--- src/rtl/div_unit_if.sv ---
// div_unit_if: request/response bundle between the execute stage and div_unit.
//   master (issue side / writeback): drives in_valid, funct, src_a, src_b,
//     flush, out_ready; observes in_ready, out_valid, result.
//   slave (div_unit): the mirror image.
// XLEN sets the operand/result width.
interface div_unit_if #(
    parameter int unsigned XLEN = 32
);
    logic            in_valid;
    logic            in_ready;
    logic [4:0]      funct;
    logic [XLEN-1:0] src_a;
    logic [XLEN-1:0] src_b;
    logic            flush;
    logic            out_valid;
    logic            out_ready;
    logic [XLEN-1:0] result;

    modport master (
        output in_valid, funct, src_a, src_b, flush, out_ready,
        input  in_ready, out_valid, result
    );

    modport slave (
        input  in_valid, funct, src_a, src_b, flush, out_ready,
        output in_ready, out_valid, result
    );
endinterface

--- src/rtl/div_unit.sv ---
// div_unit: iterative radix-2 restoring divider for RV32M DIV/DIVU/REM/REMU.
//   clk   : rising-edge clock
//   rst_n : synchronous, active-low reset
//   bus   : div_unit_if.slave
//           in_valid/in_ready  request handshake (in_ready high only in IDLE)
//           funct[1:0]         bit1 = remainder, bit0 = unsigned
//           src_a / src_b      dividend / divisor
//           flush              kills any in-flight operation, wins over handshakes
//           out_valid/out_ready result handshake, result registered and held in DONE
// Build option: define DIV_FAST_SPECIAL_EN to retire divide-by-zero, signed
// overflow and zero-dividend operations straight from IDLE to DONE (latency 1
// instead of 33). Result values do not depend on the option.
module div_unit #(
    parameter int unsigned XLEN = 32
) (
    input logic       clk,
    input logic       rst_n,
    div_unit_if.slave bus
);
    localparam int unsigned CW = $clog2(XLEN);

    typedef enum logic [1:0] {
        IDLE,
        CALC,
        DONE
    } state_t;

    state_t state_q, state_d;

    logic [CW-1:0]   count_q;
    logic [XLEN:0]   rem_q;       // 33-bit partial remainder
    logic [XLEN-1:0] quo_q;       // dividend bits shift out, quotient bits shift in
    logic [XLEN-1:0] dvs_q;
    logic            is_rem_q;
    logic            neg_quo_q;
    logic            neg_rem_q;
    logic            special_q;
    logic [XLEN-1:0] special_val_q;
    logic [XLEN-1:0] result_q;

    // Only funct[1:0] is decoded; the upper bits are always 10_1xx.
    logic unused_funct;
    assign unused_funct = ^bus.funct[4:2];

    // Request decode.
    logic            accept;
    logic            is_uns, is_rem;
    logic            a_neg, b_neg;
    logic [XLEN-1:0] a_abs, b_abs;
    logic            div_zero, overflow, special_now, fast_now;
    logic [XLEN-1:0] special_val;

    always_comb begin
        accept   = bus.in_valid && (state_q == IDLE) && !bus.flush;
        is_uns   = bus.funct[0];
        is_rem   = bus.funct[1];
        a_neg    = !is_uns && bus.src_a[XLEN-1];
        b_neg    = !is_uns && bus.src_b[XLEN-1];
        a_abs    = a_neg ? (~bus.src_a + 1'b1) : bus.src_a;
        b_abs    = b_neg ? (~bus.src_b + 1'b1) : bus.src_b;
        div_zero = (bus.src_b == '0);
        overflow = !is_uns && (bus.src_a == {1'b1, {(XLEN-1){1'b0}}}) && (bus.src_b == '1);
        special_now = div_zero || overflow;

        // Divide-by-zero takes precedence; overflow DIV returns the dividend,
        // which is the most negative value.
        special_val = '0;
        if (div_zero) begin
            special_val = is_rem ? bus.src_a : '1;
        end else if (overflow) begin
            special_val = is_rem ? '0 : bus.src_a;
        end

`ifdef DIV_FAST_SPECIAL_EN
        // A zero dividend with a non-zero divisor yields 0 for every op,
        // which is the default special_val.
        fast_now = special_now || (bus.src_a == '0);
`else
        fast_now = 1'b0;
`endif
    end

    // One restoring step plus the sign fixup used on the final step.
    logic [XLEN:0]   shifted, diff, rem_next;
    logic [XLEN-1:0] quo_next, quo_fix, rem_fix, final_val;
    logic            bit_ok;

    always_comb begin
        shifted   = {rem_q[XLEN-1:0], quo_q[XLEN-1]};
        diff      = shifted - {1'b0, dvs_q};
        bit_ok    = !diff[XLEN];
        rem_next  = bit_ok ? diff : shifted;
        quo_next  = {quo_q[XLEN-2:0], bit_ok};
        quo_fix   = neg_quo_q ? (~quo_next + 1'b1) : quo_next;
        rem_fix   = neg_rem_q ? (~rem_next[XLEN-1:0] + 1'b1) : rem_next[XLEN-1:0];
        final_val = special_q ? special_val_q : (is_rem_q ? rem_fix : quo_fix);
    end

    // FSM: state register.
    always_ff @(posedge clk) begin
        if (!rst_n) begin
            state_q <= IDLE;
        end else begin
            state_q <= state_d;
        end
    end

    // FSM: next state and handshake outputs.
    always_comb begin
        state_d       = state_q;
        bus.in_ready  = 1'b0;
        bus.out_valid = 1'b0;
        case (state_q)
            IDLE: begin
                bus.in_ready = 1'b1;
                if (accept) begin
                    state_d = fast_now ? DONE : CALC;
                end
            end
            CALC: begin
                if (count_q == '0) begin
                    state_d = DONE;
                end
            end
            DONE: begin
                bus.out_valid = 1'b1;
                if (bus.out_ready) begin
                    state_d = IDLE;
                end
            end
            default: state_d = IDLE;
        endcase
        if (bus.flush) begin
            state_d = IDLE;
        end
    end

    // Datapath.
    always_ff @(posedge clk) begin
        if (!rst_n) begin
            count_q       <= '0;
            rem_q         <= '0;
            quo_q         <= '0;
            dvs_q         <= '0;
            is_rem_q      <= 1'b0;
            neg_quo_q     <= 1'b0;
            neg_rem_q     <= 1'b0;
            special_q     <= 1'b0;
            special_val_q <= '0;
            result_q      <= '0;
        end else if (accept) begin
            count_q       <= '1;
            rem_q         <= '0;
            quo_q         <= a_abs;
            dvs_q         <= b_abs;
            is_rem_q      <= is_rem;
            neg_quo_q     <= a_neg ^ b_neg;
            neg_rem_q     <= a_neg;
            special_q     <= special_now;
            special_val_q <= special_val;
            if (fast_now) begin
                result_q <= special_val;
            end
        end else if (state_q == CALC) begin
            rem_q <= rem_next;
            quo_q <= quo_next;
            if (count_q != '0) begin
                count_q <= count_q - 1'b1;
            end else if (!bus.flush) begin
                result_q <= final_val;
            end
        end
    end

    assign bus.result = result_q;
endmodule

--- src/flat_wrapper.sv ---
// flat-port wrapper written by rule: the top's interface ports become plain ports
module div_unit_flat 
#(
    parameter int unsigned XLEN = 32
)
  (clk, rst_n, bus_in_valid, bus_funct, bus_src_a, bus_src_b, bus_flush, bus_out_ready, bus_in_ready, bus_out_valid, bus_result);
  div_unit_if #(.XLEN(XLEN)) bus_i ();
  input logic clk;
  input logic rst_n;
  input wire logic [$bits(bus_i.in_valid)-1:0] bus_in_valid;
  input wire logic [$bits(bus_i.funct)-1:0] bus_funct;
  input wire logic [$bits(bus_i.src_a)-1:0] bus_src_a;
  input wire logic [$bits(bus_i.src_b)-1:0] bus_src_b;
  input wire logic [$bits(bus_i.flush)-1:0] bus_flush;
  input wire logic [$bits(bus_i.out_ready)-1:0] bus_out_ready;
  output wire logic [$bits(bus_i.in_ready)-1:0] bus_in_ready;
  output wire logic [$bits(bus_i.out_valid)-1:0] bus_out_valid;
  output wire logic [$bits(bus_i.result)-1:0] bus_result;
  assign bus_i.in_valid = bus_in_valid;
  assign bus_i.funct = bus_funct;
  assign bus_i.src_a = bus_src_a;
  assign bus_i.src_b = bus_src_b;
  assign bus_i.flush = bus_flush;
  assign bus_i.out_ready = bus_out_ready;
  assign bus_in_ready = bus_i.in_ready;
  assign bus_out_valid = bus_i.out_valid;
  assign bus_result = bus_i.result;
  div_unit #(.XLEN(XLEN)) u_core (.clk(clk), .rst_n(rst_n), .bus(bus_i));
endmodule
--- config.mk ---
export PLATFORM = sky130hd
export DESIGN_NAME = div_unit_flat
export DESIGN_NICKNAME = d
export VERILOG_FILES = /design/src/rtl/div_unit_if.sv /design/src/rtl/div_unit.sv /design/src/flat_wrapper.sv
export SDC_FILE = /design/constraint.sdc
export NUM_CORES = 1
export LEC_CHECK = 0
export ABC_AREA = 0
export BUFFER_PORTS_ARGS = -buffer_cell sky130_fd_sc_hd__buf_2
export CAP_MARGIN = 20
export CORE_MARGIN = 4
export CORE_UTILIZATION = 50
export CTS_BUF_LIST = sky130_fd_sc_hd__clkbuf_8
export DETAILED_ROUTE_END_ITERATION = 7
export PLACE_DENSITY = 0.69
export SKIP_CTS_REPAIR_TIMING = 1
export SYNTH_ARGS = -nofsm -noshare
export SYNTH_HDL_FRONTEND = slang
export SYNTH_SLANG_ARGS = --single-unit
--- constraint.sdc ---
create_clock -name clk -period 7.27 [get_ports clk]
set_input_delay 0.727 -clock clk [delete_from_list [all_inputs] [get_ports clk]]
set_output_delay 0.727 -clock clk [all_outputs]
set_load 0.005 [all_outputs]
==> results by group, run 1 <==
Die
  – Die Y: around 160 um
  – Die area: about 0.027 sq mm
  – DIE WIDTH: 163 um
  – Core Region: 0.0236 sq mm
  – Ports: approximately 110
  – Row cnt: 56
  – Initial Util: 0.511

Logic synthesis
  – FF+latch count, synth: 171
  – Synth warnings: 0
  – Distinct cells, synth: slightly above 90
  – Synth Flop Type: dfxtp_1
  – Syn Inst Count: approximately 1600
  – Post-Syn Area: ~0.012 sq mm
  – Share of the synthesized area in the top cell type: 0.284
  – Post-Syn Nets: 1732
  – Sequential area share after synthesis: 0.284
  – Synth async-reset ratio: 0
  – EDFF count, synth: 0
  – Syn Area/Cell: 7.46 sq um
  – Yosys top cell by area: dfxtp_1
  – Top post-synthesis cells by area: dfxtp_1 (28%), a21oi_1 (6.4%), nand2_1 (5.8%)

Global routing
  – Total congestion overflow: 0
  – Initial antenna violation count: 0
  – Largest net degree at the start of global routing: 75
  – First-pass GRT wire length: approximately 58000 um
  – Gr usage total: 0.268
  – Vias in the first global route: approximately 11000

Route
  – Vias per cell: slightly above 6
  – Pre-antenna DRT Iters: 6
  – Routed WL: approximately 37000 um
  – Antenna viol nets, final: 0
  – # DRC: 0
  – Number of DRC markers in iteration 0: ~1100
  – Via count: around 12000
  – Wirelength per Cell: ~18 um

Timing
  – Peak Freq: between 0.15 and 0.2 GHz
  – Setup-failing EPs final: 0
  – Hold_ws: 439 ps
  – Worst slew margin: 0.260
  – Fin Setup TNS: 0 ps
  – Skew final: between 15 and 20 ps
  – Fin crit share: 0.730
  – Final Slew Violations: 0
  – Tmin final: about 5300 ps
  – Final hold vios: 0
  – Worst Tran Pin Value: about 1100 ps
  – RSZ-0062 raised after global routing: no

Power
  – Flop pwr share: 0.398
  – IR drop worst, VDD: between 0.1 and 0.15 mV
  – Int Pwr: between 1500 and 2000 uW
  – Power per cell area: approximately 190 mW/mm^2
  – Leakage power figure: 0.00489 uW
  – Sw Ratio: 0.382
  – Logic pwr share: 0.318
  – Psw: between 900 and 1000 uW
  – Clk pwr share: 0.284

Clocking
  – Clock buffer depth: 2
  – H-tree levels: 4
  – Clock tree from TritonCTS: built
  – CTS Sinks: between 150 and 200
  – Cts bufs inserted: 17
  – Root Driver: clkbuf_8
  – Clock transition at path regs: about 110 ps
  – Clk Latency, worst-skew pair: 490 ps

Layout
  – Antenna diode count: 0
  – Fin util: 0.557
  – Layout cells sized above 1: 0.120
  – Most frequent cells in the layout: nand2_1 (185), nor2_1 (176), dfxtp_1 (171), a21oi_1 (155), buf_2 (104)
  – Nets: between 1500 and 2000
  – Syn-to-layout area delta: 9.07%
  – Commonest non-fill, non-tap cell in the layout: nand2_1

Hold path
  – Hold Path Cell Cnt: 2
  – Hold WC Path Type: register to register
  – Hold_sp: u_core.bus.result[23]

Flow run
  – # Max-Cap Violations: 0

Setup path
  – Critical path class: register to register
  – R2r startpoint: u_core.quo_q[31]
  – Crit path launch type: register
  – Worst Setup End Kind: register
  – Beginning of the critical path: u_core.quo_q[31]
  – CP Max Fanout: 53
  – Critical path data required time: 7640 ps
  – Worst Reg-to-Reg Cells: 19
  – CP Data Arrival Time: between 5000 and 6000 ps

Status
  – Status: finished clean

Placement
  – # port buffers: 104
  – GPL Wtd Cong: around 0.94
  – Hpwl dp: about 27000 um
[cell type report]
| class | count | area, sq um |
|---|---|---|
| timing repair buffer | 120 | 668 |
| fill | 2361 | 10500 |
| tap | 319 | 399 |
| multi-input combinational | 1282 | 8000 |
| clock buffer | 17 | 234 |
| clock inverter | 15 | 178 |
| inverter | 67 | 256 |
| sequential | 171 | 3420 |
[cell usage after synthesis (19+ instances only)]
| cell | number |
|---|---|
| nor3_1 | 38 |
| clkbuf_1 | 68 |
| buf_2 | 19 |
| nand2_1 | 185 |
| o31ai_1 | 25 |
| dfxtp_1 | 171 |
| or3_1 | 19 |
| a21oi_1 | 155 |
| a211oi_1 | 64 |
| o21ai_0 | 78 |
| nand3_1 | 24 |
| xor2_1 | 67 |
| ha_1 | 39 |
| mux2i_1 | 23 |
| o21ai_1 | 34 |
| a22oi_1 | 30 |
| nor2_1 | 180 |
| inv_1 | 66 |
| xnor2_1 | 71 |
[registers in the layout, summed over array words and instances, names as in the netlist]
| name | cells |
|---|---|
| u_core.bus.result | 32 |
| u_core.count_q | 5 |
| u_core.dvs_q | 32 |
| u_core.is_rem_q | 1 |
| u_core.neg_quo_q | 1 |
| u_core.neg_rem_q | 1 |
| u_core.quo_q | 32 |
| u_core.rem_q | 32 |
| u_core.special_q | 1 |
| u_core.special_val_q | 32 |
| u_core.state_q | 2 |
[worst paths after layout]
check,end,slack [ps]
worst max register to register,u_core.bus.result[30],1960
worst min register to register,u_core.bus.result[23],440
worst max-delay path,u_core.bus.result[30],1960
worst min-delay path,u_core.bus.result[23],440
[routing by layer]
metal / part of all wire / vias to the layer above / track usage / wire length (um)
met1: 0.47 / 5647 / 0.386 / 17100
li1: - / 5910 / - / -
met4: 0.018 / 0 / 0.0656 / 675
met3: 0.062 / 44 / 0.0341 / 2260
met5: 0 / - / 0 / 0
met2: 0.45 / 408 / 0.428 / 16500
[cells by family after synthesis]
group,synth area share
simple gates,0.219
compound gates,0.275
flops,0.284
buf+inv,0.0555
xor+xnor,0.100
fa+ha+maj,0.0421
mux,0.0249
[stage by stage]
| stage | total power [uW] | std cells | setup slack, ps | instance area, sq um |
|---|---|---|---|---|
| detailed placement | 1810 | 1958 | 2080 | 12700 |
| global placement | 1800 | 1957 | 2160 | 12700 |
| floorplan | 1610 | 1618 | 2660 | 12100 |
| finish | 2530 | 1991 | 1960 | 13200 |
| global route | 2650 | 1991 | 1610 | 13200 |
| CTS | 2520 | 1990 | 2070 | 13100 |
[worst max-delay path, stage by stage (launching register included)]
cell and delay [ps]:
dfxtp_1 380, inv_1 90, ha_1 170, inv_1 60, fa_1 440, a211oi_2 270
o211ai_1 220, a211oi_1 330, nand4_1 180, and4_4 430, inv_6 380, ha_1 280
nand3b_1 160, or3_4 390, or2_4 260, or4_4 470, o21ai_2 170, xnor2_1 70
a221oi_1 320, a21oi_1 100
[power groups by stage]
stage / Combinational (uW) / Clock (uW) / Sequential (uW)
finish: 804 / 717 / 1010
global route: 886 / 756 / 1010
CTS: 789 / 722 / 1010
detailed placement: 785 / 0 / 1030
global placement: 775 / 0 / 1030
floorplan: 597 / 0 / 1010
No activity file was read; power rests on OpenSTA's default activity.
==> run 2: changes to the inputs <==
- ABC_AREA: 0 -> 1
- PLACE_DENSITY: 0.69 -> 0.68
- clock period: 7.27 -> 5.2 ns (I/O delays scaled with it)
==> run 2 against run 1 <==
Net effect:
- flip-flop and latch count did not move
- power rose by 67%
- critical path depth rose by 9
- maximum frequency rose by 11%
- critical endpoint is now u_core.bus.result[28]
==> results by group, run 2 <==
Layout
  – Final Instance Area: ~0.015 sq mm
  – Syn-to-layout area delta: 8.33%
  – Most frequent cells in the layout: nand2_1 (597), inv_1 (404), a21oi_1 (177), dfxtp_1 (171), nand3_1 (162)
  – Layout cells sized above 1: 0.110
  – Antenna diode count: 0
  – Commonest non-fill, non-tap cell in the layout: nand2_1
  – Nets: between 2000 and 2500
  – Filler Cells Inserted: 2868

Status
  – Status: finished clean

Hold path
  – Hold_sp: bus_flush
  – WHS Endpoint: u_core.state_q[0]
  – Hold Path Cell Cnt: 2
  – Hold WC Path Type: input pin to register

Logic synthesis
  – EDFF count, synth: 0
  – Compound-Gate Fraction of Synth Area: 0.202
  – Sequential area share after synthesis: 0.252
  – Synth async-reset ratio: 0
  – Synth Flop Type: dfxtp_1
  – Post-Synth Adder-Cell Area: 0.0374
  – Yosys top cell by area: dfxtp_1
  – Syn Area/Cell: 5.94 sq um
  – Count leader, synth: nand2_1
  – Xor/xnor share of the synthesized area: 0.0122
  – Post-Syn Nets: between 2000 and 2500
  – Simple-gate share of the synthesized area: 0.350
  – Top cells by count, synth: nand2_1 (597), inv_1 (404), a21oi_1 (177)
  – Synth warnings: 0
  – Post-Syn Area: roughly 0.014 sq mm
  – FF+latch count, synth: 171
  – Largest family of logic cells by synthesized area: simple AND/OR/NAND/NOR gates
  – Share of the synthesized area in the top cell type: 0.252
  – Multiplexer area fraction after synthesis: 0
  – Top post-synthesis cells by area: dfxtp_1 (25%), nand2_1 (16%), inv_1 (11%)
  – Distinct cells, synth: a little under 60
  – Syn Inst Count: between 2000 and 2500

Timing
  – Tmin final: approximately 4800 ps
  – Fin Setup TNS: 0 ps
  – Worst Tran Pin Value: 1120 ps
  – Final hold vios: 0
  – Fin crit share: 0.918
  – Setup-failing EPs final: 0
  – Skew final: 27.4 ps
  – Peak Freq: between 0.2 and 0.25 GHz
  – Worst slew margin: 0.247
  – RSZ-0062 raised after global routing: no
  – Final Slew Violations: 0

Flow run
  – # Max-Cap Violations: 0

Die
  – Ports: approximately 110
  – Row cnt: 60
  – Initial Util: 0.506
  – Die area: 0.0299 sq mm
  – Die Y: ~170 um
  – DIE WIDTH: 173 um
  – Core Region: ~0.027 sq mm

Clocking
  – Root Driver: clkbuf_8
  – Clock transition at path regs: approximately 110 ps
  – Clock tree from TritonCTS: built
  – CTS Sinks: roughly 170
  – Clock buffer depth: 2
  – Clk Latency, worst-skew pair: between 400 and 500 ps
  – H-tree levels: 4
  – Cts bufs inserted: 17

Setup path
  – Worst Setup End Kind: register
  – Crit path launch type: register
  – CP delay by family, top: simple AND/OR/NAND/NOR gates
  – Worst Reg-to-Reg Cells: 28
  – Critical R2R Capture: u_core.bus.result[28]
  – CP bufs+invs: 2
  – R2R Setup Slk: around 430 ps
  – Crit path top cell by count: nand2_1
  – Critical path class: register to register
  – R2r startpoint: u_core.quo_q[31]
  – Crit-path max cell delay: approximately 470 ps
  – CP Data Arrival Time: between 5000 and 6000 ps
  – CP Max Fanout: 9
  – Slowest cell on crit path: fa_1
  – Critical path data required time: between 5000 and 6000 ps

Placement
  – # port buffers: 104
  – Area after DPL: 0.0143 sq mm
  – Hpwl dp: ~35000 um
  – GPL Wtd Cong: between 0.9 and 1

Route
  – Routed WL: 45900 um
  – Vias per cell: approximately 5.5
  – Via count: about 15000
  – Number of DRC markers in iteration 0: around 1600
  – # DRC: 0
  – Antenna viol nets, final: 0
  – Pre-antenna DRT Iters: 6
  – Wirelength per Cell: approximately 17 um

Power
  – Leakage power figure: 0.00749 uW
  – Pwr Total: around 4200 uW
  – Power per cell area: 286 mW/mm^2
  – IR drop worst, VDD: 0.172 mV

Global routing
  – Gr usage total: 0.300
  – Largest net degree at the start of global routing: 65
  – Vias in the first global route: approximately 13000
  – First-pass GRT wire length: around 73000 um
  – Initial antenna violation count: 0
  – Total congestion overflow: 0
[run 2: cell types whose count changed in the layout (fill, tap and decap cells not counted), moves of 52 or more]
cell / previous run / this run
xor2_1: 67 / 15
o21ai_0: 78 / 145
inv_1: 65 / 404
nand3_1: 24 / 162
nand2_1: 185 / 597
xnor2_1: 71 / 4
a211oi_1: 64 / 2
[run 2: final cells by class]
cell class              instances  area [sq um]  area share
multi-input cells            1612          8190       0.556
clock buffers                  19           262      0.0178
well taps                     341           427      0.0290
clock inverters                13           146     0.00994
inverters                     414          1550       0.106
flip-flops and latches        171          3420       0.233
repair buffers                127           721      0.0490
[run 2: per-stage QoR]
stage,worst slack [ps],utilization,hold slack (ps),std cells
4_1_cts,539,0.546,221,2695
3_3_place_gp,658,0.531,433,2663
3_5_place_dp,602,0.531,447,2663
2_1_floorplan,1270,-,423,2287
5_1_grt,127,0.548,224,2697
6_report,428,0.548,239,2697
[run 2: how the worst max path moves through the flow]
stage | start | end | slack (ps) | cells past startpoint
after global placement | u_core.quo_q[31] | u_core.bus.result[28] | 660 | 28
after floorplan | u_core.quo_q[31] | u_core.bus.result[28] | 1270 | 29
after detailed placement | u_core.quo_q[31] | u_core.bus.result[28] | 600 | 28
after global routing | u_core.quo_q[31] | u_core.bus.result[28] | 130 | 28
final | u_core.quo_q[31] | u_core.bus.result[28] | 430 | 28
after CTS | u_core.quo_q[31] | u_core.bus.result[28] | 540 | 28
[run 2: layer usage]
metal	up-vias	routed length (um)	track usage
li1	7494	-	-
met1	6644	22000	0.452
met2	574	19300	0.452
met3	53	3730	0.0450
met4	0	902	0.0682
met5	-	0	0
[run 2: logic make-up (layout without fill, tap and decap cells)]
| logic type | Yosys count | in the layout |
|---|---|---|
| AND/OR/NAND/NOR | 1075 | 1075 |
| buffers and inverters | 504 | 573 |
| AO/OA/AOI/OAI | 478 | 478 |
| flip-flops | 171 | 171 |
| adder cells (fa/ha/maj) | 40 | 40 |
| XOR/XNOR | 19 | 19 |
[run 2: where the power goes]
group	internal [uW]	switching [uW]
clock network	388	629
registers	1360	33.9
logic	536	1270
total	2280	1930
